==> src/rtl/digit_serial_adder.sv <==
// Digit-serial adder/subtractor: processes DIGIT bits of two WIDTH-bit operands
// per clock, ripple carry held in a register between digits, valid/ready on both sides.
module digit_serial_adder #(
   parameter int WIDTH = 16,
   parameter int DIGIT = 4
) (
   input  logic             clk,
   input  logic             reset_n,
   input  logic             in_valid,
   output logic             in_ready,
   input  logic [WIDTH-1:0] a,
   input  logic [WIDTH-1:0] b,
   input  logic             carry_in,
   input  logic             sub,
   output logic             out_valid,
   input  logic             out_ready,
   output logic [WIDTH-1:0] sum,
   output logic             carry_out,
   output logic             overflow
);

   localparam int N     = WIDTH / DIGIT;
   localparam int CNT_W = (N > 1) ? $clog2(N) : 1;

   typedef enum logic [1:0] {IDLE, RUN, DONE} state_e;

   state_e             state_q, state_d;
   logic [WIDTH-1:0]   a_q, a_d;
   logic [WIDTH-1:0]   b_q, b_d;
   logic [WIDTH-1:0]   sum_q, sum_d;
   logic [CNT_W-1:0]   cnt_q, cnt_d;
   logic               carry_q, carry_d;
   logic               carry_out_q, carry_out_d;
   logic               overflow_q, overflow_d;
   logic [DIGIT:0]     digit_res;
   logic               last_digit;

   // One DIGIT+1 bit add per cycle; the top bit is the carry into the next digit.
   assign digit_res  = {1'b0, a_q[cnt_q*DIGIT +: DIGIT]}
                     + {1'b0, b_q[cnt_q*DIGIT +: DIGIT]}
                     + {{DIGIT{1'b0}}, carry_q};
   assign last_digit = (cnt_q == CNT_W'(N - 1));

   // NOTE: every _d gets its _q value first, so no path through this block leaves
   // a signal unassigned and no latch is inferred.
   always_comb begin
      state_d     = state_q;
      a_d         = a_q;
      b_d         = b_q;
      sum_d       = sum_q;
      cnt_d       = cnt_q;
      carry_d     = carry_q;
      carry_out_d = carry_out_q;
      overflow_d  = overflow_q;

      case (state_q)
         IDLE: begin
            if (in_valid) begin
               a_d     = a;
               b_d     = b ^ {WIDTH{sub}};
               carry_d = sub | carry_in;
               cnt_d   = '0;
               state_d = RUN;
            end
         end
         RUN: begin
            sum_d[cnt_q*DIGIT +: DIGIT] = digit_res[DIGIT-1:0];
            carry_d = digit_res[DIGIT];
            if (last_digit) begin
               carry_out_d = digit_res[DIGIT];
               // Signed overflow: operands agree in sign but the result does not.
               overflow_d  = (a_q[WIDTH-1] == b_q[WIDTH-1]) &&
                             (digit_res[DIGIT-1] != a_q[WIDTH-1]);
               state_d     = DONE;
            end else begin
               cnt_d = cnt_q + CNT_W'(1);
            end
         end
         DONE: begin
            if (out_ready) state_d = IDLE;
         end
         default: state_d = IDLE;
      endcase
   end

   // NOTE: state registers use non-blocking assignments so all of them update
   // together from values sampled before the edge. The operand registers are reset
   // as well, so a reset mid-operation leaves no stale data behind.
   always_ff @(posedge clk or negedge reset_n) begin
      if (!reset_n) begin
         state_q     <= IDLE;
         a_q         <= '0;
         b_q         <= '0;
         sum_q       <= '0;
         cnt_q       <= '0;
         carry_q     <= 1'b0;
         carry_out_q <= 1'b0;
         overflow_q  <= 1'b0;
      end else begin
         state_q     <= state_d;
         a_q         <= a_d;
         b_q         <= b_d;
         sum_q       <= sum_d;
         cnt_q       <= cnt_d;
         carry_q     <= carry_d;
         carry_out_q <= carry_out_d;
         overflow_q  <= overflow_d;
      end
   end

   assign in_ready  = (state_q == IDLE);
   assign out_valid = (state_q == DONE);
   assign sum       = sum_q;
   assign carry_out = carry_out_q;
   assign overflow  = overflow_q;

endmodule
==> config.mk <==
export PLATFORM = sky130hd
export DESIGN_NAME = digit_serial_adder
export DESIGN_NICKNAME = d
export VERILOG_FILES = /design/src/rtl/digit_serial_adder.sv
export SDC_FILE = /design/constraint.sdc
export NUM_CORES = 1
export LEC_CHECK = 0
export BUFFER_PORTS_ARGS = -buffer_cell sky130_fd_sc_hd__buf_2
export CAP_MARGIN = 40
export CORE_AREA = 2 2 71 80
export DETAILED_ROUTE_END_ITERATION = 10
export DIE_AREA = 0 0 73 82
export PLACE_DENSITY = 0.8
export SLEW_MARGIN = 20
export SYNTH_ARGS = -nofsm -noshare
export SYNTH_HDL_FRONTEND = slang
export SYNTH_SLANG_ARGS = --single-unit
==> constraint.sdc <==
create_clock -name clk -period 3.2 [get_ports clk]
set_input_delay 0.48 -clock clk [delete_from_list [all_inputs] [get_ports clk]]
set_output_delay 0.48 -clock clk [all_outputs]
set_load 0.02 [all_outputs]
==> flow_metrics.env, run 1 <==
export IMPL_fp_dieH_um=82
export IMPL_syn_nets=262
export IMPL_cts_tree="done"
export IMPL_yosys_cell_types_count=35
export IMPL_hold_viol_final=0
export IMPL_startpoint_type="flop"
export IMPL_fin_nets=320
export IMPL_p_comb_share_pct=54.6
export IMPL_drv_cap=0
export IMPL_rsz0062_at_grt="no"
export IMPL_grt_pass1_vias=1764
export IMPL_vias_per_cell=5.44
export IMPL_status="finished, final reports clean"
export IMPL_synth_flop_cell="dfrtp_1"
export IMPL_synth_area_top_cells="dfrtp_1 51%, mux2_2 7.1%, mux4_2 6.7%, xnor2_1 5.5%, a22o_1 5.2%"
export IMPL_criticalPathCategory="reg -> reg"
export IMPL_dieArea_um2=5990
export IMPL_die_w_um=73
export IMPL_layout_drive_gt1_share_pct=37.8
export IMPL_antenna_found_initial=0
export IMPL_leakagePower_uw=0.00144
export IMPL_n_fill_cell=444
export IMPL_wl_per_cell_um=14.9
export IMPL_clock_root_buffer="clkbuf_8"
export IMPL_synth_top_area_cell="dfrtp_1"
export IMPL_via_count=1794
export IMPL_drt_iter0_drc=54
export IMPL_fmaxAchievable_mhz=383
export IMPL_diodes=0
export IMPL_grt_pass1_wl_um=8140
export IMPL_grt_max_degree=36
export IMPL_path_max_fanout=10
export IMPL_async_flop_share_pct=100
export IMPL_numPortBuffers=57
export IMPL_area_growth_pct=14.9
export IMPL_dp_hpwl_um=3700
export IMPL_synth_top_cells_by_count="55 x dfrtp_1, 22 x nor2_1, 17 x a21oi_1, 17 x mux2_2, 17 x xnor2_1"
export IMPL_crit_chain="buf_4, mux4_2, ha_1, a21o_1, a21oi_2, xnor2_1, a22o_1"
export IMPL_ys_seq_area_share_pct=50.9
export IMPL_cp_required_ps=3400
export IMPL_clkTransAtPathRegs_ps=90
export IMPL_core_area_um2=5220
export IMPL_tns_ps=0
export IMPL_maxSlewViolCount=0
export IMPL_synth_ff_latch_count=55
export IMPL_core_rowCount=28
export IMPL_whs_ps=229
export IMPL_initial_core_util_pct=51.7
export IMPL_layoutNonFillerInstCount=330
export IMPL_yosysWarnings=0
export IMPL_slew_headroom_pct=47.9
export IMPL_reg2reg_slack_ps=590
export IMPL_post_cts_resized=0
export IMPL_cts_htree_levels=2
export IMPL_intPower_uw=2040
export IMPL_synth_top_area_share_pct=50.9
export IMPL_power_frac_seq_pct=35.4
export IMPL_insertion_delay_ps=300
export IMPL_cp_slowest_cell="mux4_2"
export IMPL_synth_edf_count=0
export IMPL_powerDensity_nw_per_um2=1140
export IMPL_route_detailed_drc=0
export IMPL_tightest_slew_ps=780
export IMPL_regToRegStartpoint="cnt_q[0]"
export IMPL_cts_sinks=55
export IMPL_overflow=0
export IMPL_worstHoldPathType="in -> async"
export IMPL_synth_most_common_cell="dfrtp_1"
export IMPL_critical_path_max_stage_delay_ps=560
export IMPL_wl_um=4910
export IMPL_peakVddDrop_mv=0.547
export IMPL_rr_endpoint="sum[7]"
export IMPL_ioPinCount=58
export IMPL_dp_cells=324
export IMPL_grt_usage_pct=17.9
export IMPL_p_switching_uw=1500
export IMPL_numCtsBuffers=5
export IMPL_power_frac_clock_pct=10.0
export IMPL_skew_ps=5.72
export IMPL_place_gp_congestion=0.844
export IMPL_syn_area_per_cell_um2=12.7
export IMPL_setup_viol=0
export IMPL_swShare_pct=42.4
export IMPL_synthesis_area_um2=2700
export IMPL_r2r_worst_path_cells=7
export IMPL_min_period_ps=2610
export IMPL_crit_path_end_kind="flop"
export IMPL_cts_setup_buffers=0
export IMPL_holdBufCountCts=0
export IMPL_syn_inst=213
export IMPL_clk_path_buf_depth=2
export IMPL_drt_pass1_iter_count=4
export IMPL_ant_nets=0
export IMPL_critPathArrivalTime_ps=2810
export IMPL_finalCritPeriodShare_pct=81.5
==> layout by cell type, fill, tap and decap left out, drive strengths merged, types with 3 or more instances in the layout <==
| cell | instances |
|---|---|
| a21oi | 18 |
| a22o | 16 |
| buf | 60 |
| clkbuf | 5 |
| dfrtp | 55 |
| ha | 9 |
| inv | 4 |
| mux2 | 17 |
| mux4 | 8 |
| nand2 | 12 |
| nand3 | 3 |
| nor2 | 23 |
| nor3b | 3 |
| o21ai | 4 |
| xnor2 | 17 |
==> worst max-delay path: cells and delay by family, from the launching register on <==
family                     cells  cell delay [ps]
AOI/OAI and AO/OA              3              620
DFF                            1              540
muxes                          1              560
xor gates and xnor gates       1              180
adders and majority gates      1              330
buffers and inverters          1              270
==> registers in the layout, indices dropped and copies added, names as in the netlist <==
register,flops
carry_out,1
cnt_q,2
b_q,16
carry_q,1
overflow,1
a_q,16
state_q,2
sum,16
==> area by class of cell <==
| type | count | area, µm² | area share (%) |
|---|---|---|---|
| clock buffer | 5 | 68.8 | 2.22 |
| clock inverter | 1 | 7.51 | 0.242 |
| inverter | 4 | 15.0 | 0.484 |
| multi-input combinational | 145 | 1240 | 40.0 |
| sequential | 55 | 1380 | 44.3 |
| tap | 60 | 75.1 | 2.42 |
| timing repair buffer | 60 | 320 | 10.3 |
==> power by group through the flow <==
stage / Combinational (µW) / Clock [µW] / Sequential [µW]
6_report: 1930 / 353 / 1250
5_1_grt: 2120 / 388 / 1300
4_1_cts: 1950 / 364 / 1260
3_5_place_dp: 1940 / 0 / 1270
3_3_place_gp: 1870 / 0 / 1270
2_1_floorplan: 1410 / 0 / 1290
==> layer usage <==
| layer | track usage, % | routed length (µm) | vias up |
|---|---|---|---|
| met5 | 0 | 0 | - |
| met4 | 8.89 | 119 | 0 |
| li1 | - | - | 866 |
| met3 | 4.42 | 207 | 12 |
| met2 | 28.6 | 2390 | 46 |
| met1 | 22.6 | 2190 | 870 |
==> logic make-up after synthesis <==
| family | count (synthesis) | share of synthesized area (%) |
|---|---|---|
| xor gates and xnor gates | 18 | 5.84 |
| muxes | 25 | 13.8 |
| buffers and inverters | 13 | 3.10 |
| DFF | 55 | 50.9 |
| AOI/OAI and AO/OA | 43 | 10.9 |
| and+or+nand+nor | 48 | 9.82 |
| adders and majority gates | 11 | 5.65 |
==> how the worst max path moves through the flow <==
stage,slack (ps),start,to
3_5_place_dp,610,cnt_q[0],sum[2]
3_3_place_gp,650,cnt_q[0],sum[2]
5_1_grt,420,cnt_q[0],sum[3]
2_1_floorplan,620,cnt_q[0],carry_out
4_1_cts,570,cnt_q[0],sum[7]
6_report,590,cnt_q[0],sum[7]
==> through the flow <==
stage | power, µW | instance area, µm² | utilization (%) | setup slack (ps)
2_1_floorplan | 2700 | 2700 | - | 625
3_5_place_dp | 3210 | 3030 | 58.0 | 610
6_report | 3530 | 3100 | 59.5 | 592
5_1_grt | 3800 | 3100 | 59.5 | 420
3_3_place_gp | 3140 | 3030 | 58.0 | 650
4_1_cts | 3570 | 3100 | 59.5 | 567
Power figures use the tool's default switching activity.
==> inputs of run 2 (changes only) <==
==> constraint.sdc (replaced) <==
create_clock -name clk -period 2.6 [get_ports clk]
set_input_delay 0.39 -clock clk [delete_from_list [all_inputs] [get_ports clk]]
set_output_delay 0.39 -clock clk [all_outputs]
set_load 0.02 [all_outputs]
==> run 2 against run 1 <==
Flip-flop and latch count unchanged. Register-to-register slack got worse by 460 ps. Maximum frequency increased by 5.8%. Routed wire length is 4.7% higher. Combinational power rose by 28%. Final cell count grew 1.2%. Worst setup slack worse by 460 ps. Clock-buffer cell count increased by 1. Critical path type unchanged.
==> flow_metrics.env, run 2 (synthesis gave the netlist of run 1 again) <==
export IMPL_finalCritPeriodShare_pct=94.8
export IMPL_wl_um=5140
export IMPL_cp_required_ps=2800
export IMPL_p_switching_uw=1880
export IMPL_intPower_uw=2690
export IMPL_crit_chain="mux4_2, fa_1, fa_1, xor2_1, buf_4, a22o_1"
export IMPL_cts_sinks=55
export IMPL_crit_end="sum[14]"
export IMPL_drv_cap=0
export IMPL_overflow=0
export IMPL_setup_viol=0
export IMPL_peakVddDrop_mv=0.747
export IMPL_cp_num_buf_inv=1
export IMPL_fp_dieH_um=82
export IMPL_cts_htree_levels=2
export IMPL_cp_depth=6
export IMPL_dieArea_um2=5990
export IMPL_clk_path_buf_depth=2
export IMPL_path_max_fanout=4
export IMPL_leakagePower_uw=0.00147
export IMPL_min_period_ps=2460
export IMPL_clock_root_buffer="clkbuf_8"
export IMPL_route_detailed_drc=0
export IMPL_drt_pass1_iter_count=4
export IMPL_area_growth_pct=16.7
export IMPL_cts_setup_buffers=0
export IMPL_met1_usage_pct=23.3
export IMPL_power_frac_seq_pct=33.5
export IMPL_slew_headroom_pct=65.4
export IMPL_clkTransAtPathRegs_ps=90
export IMPL_busiest_layer="met2"
export IMPL_holdBufCountCts=0
export IMPL_diodes=0
export IMPL_groute_layer_met3_usage_pct=4.79
export IMPL_worstHoldPathType="in -> async"
export IMPL_dp_hpwl_um=3940
export IMPL_layout_commonest_cell="buf_2"
export IMPL_gr_usage_met2_pct=33.2
export IMPL_multiInputGateArea_um2=1240
export IMPL_die_w_um=73
export IMPL_cpLargestDelayFamily="adder cells"
export IMPL_antenna_found_initial=0
export IMPL_powerDensity_nw_per_um2=1450
export IMPL_crit_path_end_kind="flop"
export IMPL_place_gp_congestion=0.870
export IMPL_n_fill_cell=409
export IMPL_fin_nets=323
export IMPL_critical_path_max_stage_delay_ps=540
export IMPL_final_cell_mix="57 x buf_2, 55 x dfrtp_1, 22 x nor2_1"
export IMPL_ioPinCount=58
export IMPL_startpoint_type="flop"
export IMPL_tns_ps=0
export IMPL_power_frac_clock_pct=12.1
export IMPL_finish_instance_area_um2=3150
export IMPL_insertion_delay_ps=310
export IMPL_p_comb_share_pct=54.4
export IMPL_skew_ps=3.72
export IMPL_rsz0062_at_grt="no"
export IMPL_rr_endpoint="sum[14]"
export IMPL_regToRegStartpoint="cnt_q[0]"
export IMPL_hold_viol_final=0
export IMPL_core_rowCount=28
export IMPL_post_cts_resized=0
export IMPL_drt_iter0_drc=79
export IMPL_swShare_pct=41.1
export IMPL_maxSlewViolCount=0
export IMPL_critPathArrivalTime_ps=2670
export IMPL_reg2reg_slack_ps=140
export IMPL_core_area_um2=5220
export IMPL_cp_common_cell="fa_1"
export IMPL_r2r_worst_path_cells=6
export IMPL_numCtsBuffers=5
export IMPL_cts_tree="done"
export IMPL_status="finished, final reports clean"
export IMPL_seq_area_um2=1380
export IMPL_criticalPathCategory="reg -> reg"
export IMPL_grt_max_degree=52
export IMPL_grt_pass1_vias=1854
export IMPL_tightest_slew_ps=519
export IMPL_fmaxAchievable_mhz=406
export IMPL_numPortBuffers=57
export IMPL_ant_nets=0
export IMPL_wl_per_cell_um=15.4
export IMPL_grt_usage_pct=19.2
export IMPL_cp_slowest_cell="mux4_2"
export IMPL_via_count=1784
export IMPL_startpoint="cnt_q[0]"
export IMPL_initial_core_util_pct=51.7
export IMPL_layout_drive_gt1_share_pct=38.3
export IMPL_dpl_cell_area_um2=3050
export IMPL_vias_per_cell=5.34
export IMPL_grt_pass1_wl_um=8710
run 2: metal layers:
metal / wire length [µm] / up-vias
met5: 0 / -
met4: 68 / 0
met3: 198 / 5
met2: 2660 / 39
met1: 2210 / 865
li1: - / 875
run 2: worst min path at each step:
stage | slack [ps] | endpoint | cells after the start
after floorplan | 90 | a_q[0] | 0
after global placement | 390 | sum[8] | 1
after detailed placement | 390 | sum[11] | 1
after CTS | 50 | sum[11] | 1
after global routing | 70 | sum[11] | 1
final | 40 | sum[11] | 1
run 2: area by class of cell:
cell class                      count  area share, %
Tap cell                           60           2.38
Multi-Input combinational cell    145           39.4
Clock buffer                        6           2.30
Clock inverter                      1          0.952
Sequential cell                    55           43.7
Timing Repair Buffer               63           10.9
Inverter                            4          0.476
run 2: worst register-to-register path: stages (launching register included):
cell     delay, ps
dfrtp_1        440
mux4_2         540
fa_1           440
fa_1           420
xor2_1         170
buf_4          150
a22o_1         190
run 2: stage by stage:
stage	worst slack, ps	instances	total power, µW	util, %	hold slack, ps
floorplan	24.9	213	3320	-	94.4
global placement	199	327	3960	58.4	387
detailed placement	154	327	4050	58.4	394
CTS	146	334	4590	60.4	52.7
global route	12.6	334	4910	60.4	74.4
finish	136	334	4560	60.4	40.9
run 2: power by group through the flow:
stage	registers (µW)	logic, µW	clock network [µW]
6_report	1530	2480	550
3_5_place_dp	1550	2500	0
4_1_cts	1530	2500	562
3_3_place_gp	1530	2430	0
2_1_floorplan	1580	1730	0
5_1_grt	1580	2740	590
==> inputs of run 3 (changes only) <==
--- a/config.mk
+++ b/config.mk
@@ -7,10 +7,12 @@
 export LEC_CHECK = 0
 export BUFFER_PORTS_ARGS = -buffer_cell sky130_fd_sc_hd__buf_2
 export CAP_MARGIN = 40
-export CORE_AREA = 2 2 71 80
+export CELL_PAD_IN_SITES_DETAIL_PLACEMENT = 1
+export CELL_PAD_IN_SITES_GLOBAL_PLACEMENT = 2
+export CORE_AREA = 2 2 86 96
 export DETAILED_ROUTE_END_ITERATION = 10
-export DIE_AREA = 0 0 73 82
-export PLACE_DENSITY = 0.8
+export DIE_AREA = 0 0 88 98
+export PLACE_DENSITY = 0.81
 export SLEW_MARGIN = 20
 export SYNTH_ARGS = -nofsm -noshare
 export SYNTH_HDL_FRONTEND = slang
==> run 3 against run 2 <==
Die area is 44% higher. Final cell count up 15%. Total power up 0.41%. Register-to-register slack hardly changed. Worst hold slack better by 66 ps. Highest routed layer unchanged. Critical path type unchanged. Global-route usage is 4.4 points lower. Maximum frequency is 0.16% higher.
==> flow_metrics.env, run 3 (synthesis gave the netlist of run 1 again) <==
export IMPL_status="finished, final reports clean"
export IMPL_die_w_um=88
export IMPL_dp_cells=375
export IMPL_cts_tree="done"
export IMPL_reg2reg_slack_ps=140
export IMPL_maxSlewViolCount=0
export IMPL_critical_path_max_stage_delay_ps=530
export IMPL_worstHoldPathType="in -> async"
export IMPL_regToRegStartpoint="cnt_q[0]"
export IMPL_via_count=1826
export IMPL_final_cell_mix="57 x buf_2, 54 x dfrtp_1, 22 x nor2_1"
export IMPL_met1_usage_pct=20.1
export IMPL_clock_root_buffer="clkbuf_8"
export IMPL_cp_slowest_cell="mux4_2"
export IMPL_intPower_uw=2620
export IMPL_core_area_um2=7700
export IMPL_vias_per_cell=4.77
export IMPL_crit_chain="mux4_2, fa_1, fa_1, a21o_1, a21oi_1, o21ai_0"
export IMPL_diodes=0
export IMPL_groute_layer_met3_usage_pct=3.13
export IMPL_drt_iter0_drc=64
export IMPL_layoutNonFillerInstCount=383
export IMPL_slew_headroom_pct=55.4
export IMPL_rr_endpoint="carry_out"
export IMPL_crit_path_end_kind="flop"
export IMPL_overflow=0
export IMPL_p_switching_uw=1960
export IMPL_numCtsBuffers=5
export IMPL_dp_hpwl_um=4470
export IMPL_whs_ps=107
export IMPL_tightest_slew_ps=669
export IMPL_finalCritPeriodShare_pct=94.6
export IMPL_cp_required_ps=2780
export IMPL_cp_common_cell="fa_1"
export IMPL_drv_cap=0
export IMPL_layout_commonest_cell="buf_2"
export IMPL_final_util_pct=41.7
export IMPL_r2r_worst_path_cells=6
export IMPL_finalPower_uw=4580
export IMPL_critPathArrivalTime_ps=2640
export IMPL_drt_pass1_iter_count=4
export IMPL_skew_ps=8.96
export IMPL_swShare_pct=42.8
export IMPL_fmaxAchievable_mhz=406
export IMPL_grt_usage_pct=14.8
export IMPL_initial_core_util_pct=35.1
export IMPL_dieArea_um2=8620
export IMPL_area_growth_pct=18.9
export IMPL_wl_um=5830
export IMPL_powerDensity_nw_per_um2=1430
export IMPL_wl_per_cell_um=15.2
export IMPL_holdBufCountCts=0
export IMPL_tns_ps=0
export IMPL_power_frac_seq_pct=33.3
export IMPL_gr_usage_met2_pct=24.0
export IMPL_setup_viol=0
export IMPL_layout_drive_gt1_share_pct=39.3
export IMPL_grt_pass1_vias=1960
export IMPL_p_comb_share_pct=55.8
export IMPL_clk_path_buf_depth=2
export IMPL_power_frac_clock_pct=10.9
export IMPL_route_detailed_drc=0
export IMPL_peakVddDrop_mv=0.587
export IMPL_startpoint_type="flop"
export IMPL_grt_pass1_wl_um=9850
export IMPL_cts_htree_levels=2
export IMPL_place_gp_congestion=0.815
export IMPL_fin_nets=323
export IMPL_criticalPathCategory="reg -> reg"
export IMPL_clkTransAtPathRegs_ps=100
export IMPL_numPortBuffers=57
export IMPL_path_max_fanout=4
export IMPL_fp_dieH_um=98
export IMPL_core_rowCount=34
export IMPL_leakagePower_uw=0.00146
export IMPL_cts_sinks=55
export IMPL_rsz0062_at_grt="no"
export IMPL_ant_nets=0
export IMPL_ioPinCount=58
export IMPL_busiest_layer="met2"
export IMPL_antenna_found_initial=0
export IMPL_insertion_delay_ps=310
export IMPL_grt_max_degree=52
export IMPL_min_period_ps=2460
export IMPL_hold_viol_final=0
## run 3: how the worst max path moves through the flow
| stage | from | end | cells after the start |
|---|---|---|---|
| final | cnt_q[0] | carry_out | 6 |
| after global routing | cnt_q[0] | carry_out | 6 |
| after CTS | cnt_q[0] | carry_out | 6 |
| after detailed placement | cnt_q[0] | sum[6] | 6 |
| after global placement | cnt_q[0] | sum[14] | 6 |
| after floorplan | cnt_q[0] | carry_out | 7 |
## run 3: stage by stage
stage / instance area [µm²] / worst slack (ps)
floorplan: 2700 / 24.9
global placement: 3110 / 183
detailed placement: 3110 / 115
CTS: 3210 / 71.8
global route: 3210 / 6.83
finish: 3210 / 140
## run 3: area by class of cell
cell class | count | area [µm²]
Tap cell | 108 | 135
Timing Repair Buffer | 63 | 343
Sequential cell | 55 | 1380
Multi-Input combinational cell | 145 | 1240
Clock inverter | 2 | 16.3
Inverter | 4 | 15.0
Clock buffer | 6 | 82.6
Fill cell | 873 | 4490
## run 3: repair_timing
item                                    CTS  global route
gates resized for setup                   0             1
endpoints found under the setup margin    0             4
buffers inserted                          0             0
## run 3: power groups by stage
stage,logic (µW),clock network (µW),registers [µW]
after floorplan,1730,0,1580
after global placement,2500,0,1540
after detailed placement,2590,0,1560
after CTS,2600,522,1540
after global routing,2830,561,1590
final,2560,499,1530
## run 3: layer usage
layer / share of wire [%] / vias to the layer above
li1: - / 878
met1: 45 / 898
met2: 50 / 45
met3: 3.7 / 5
met4: 1.1 / 0
met5: 0 / -
## run 3: worst max-delay path, delay by kind of cell, from the launching register on
kind	cells	cell delay, ps
fa+ha+maj	2	860
mux	1	530
compound gates	3	530
flops	1	420
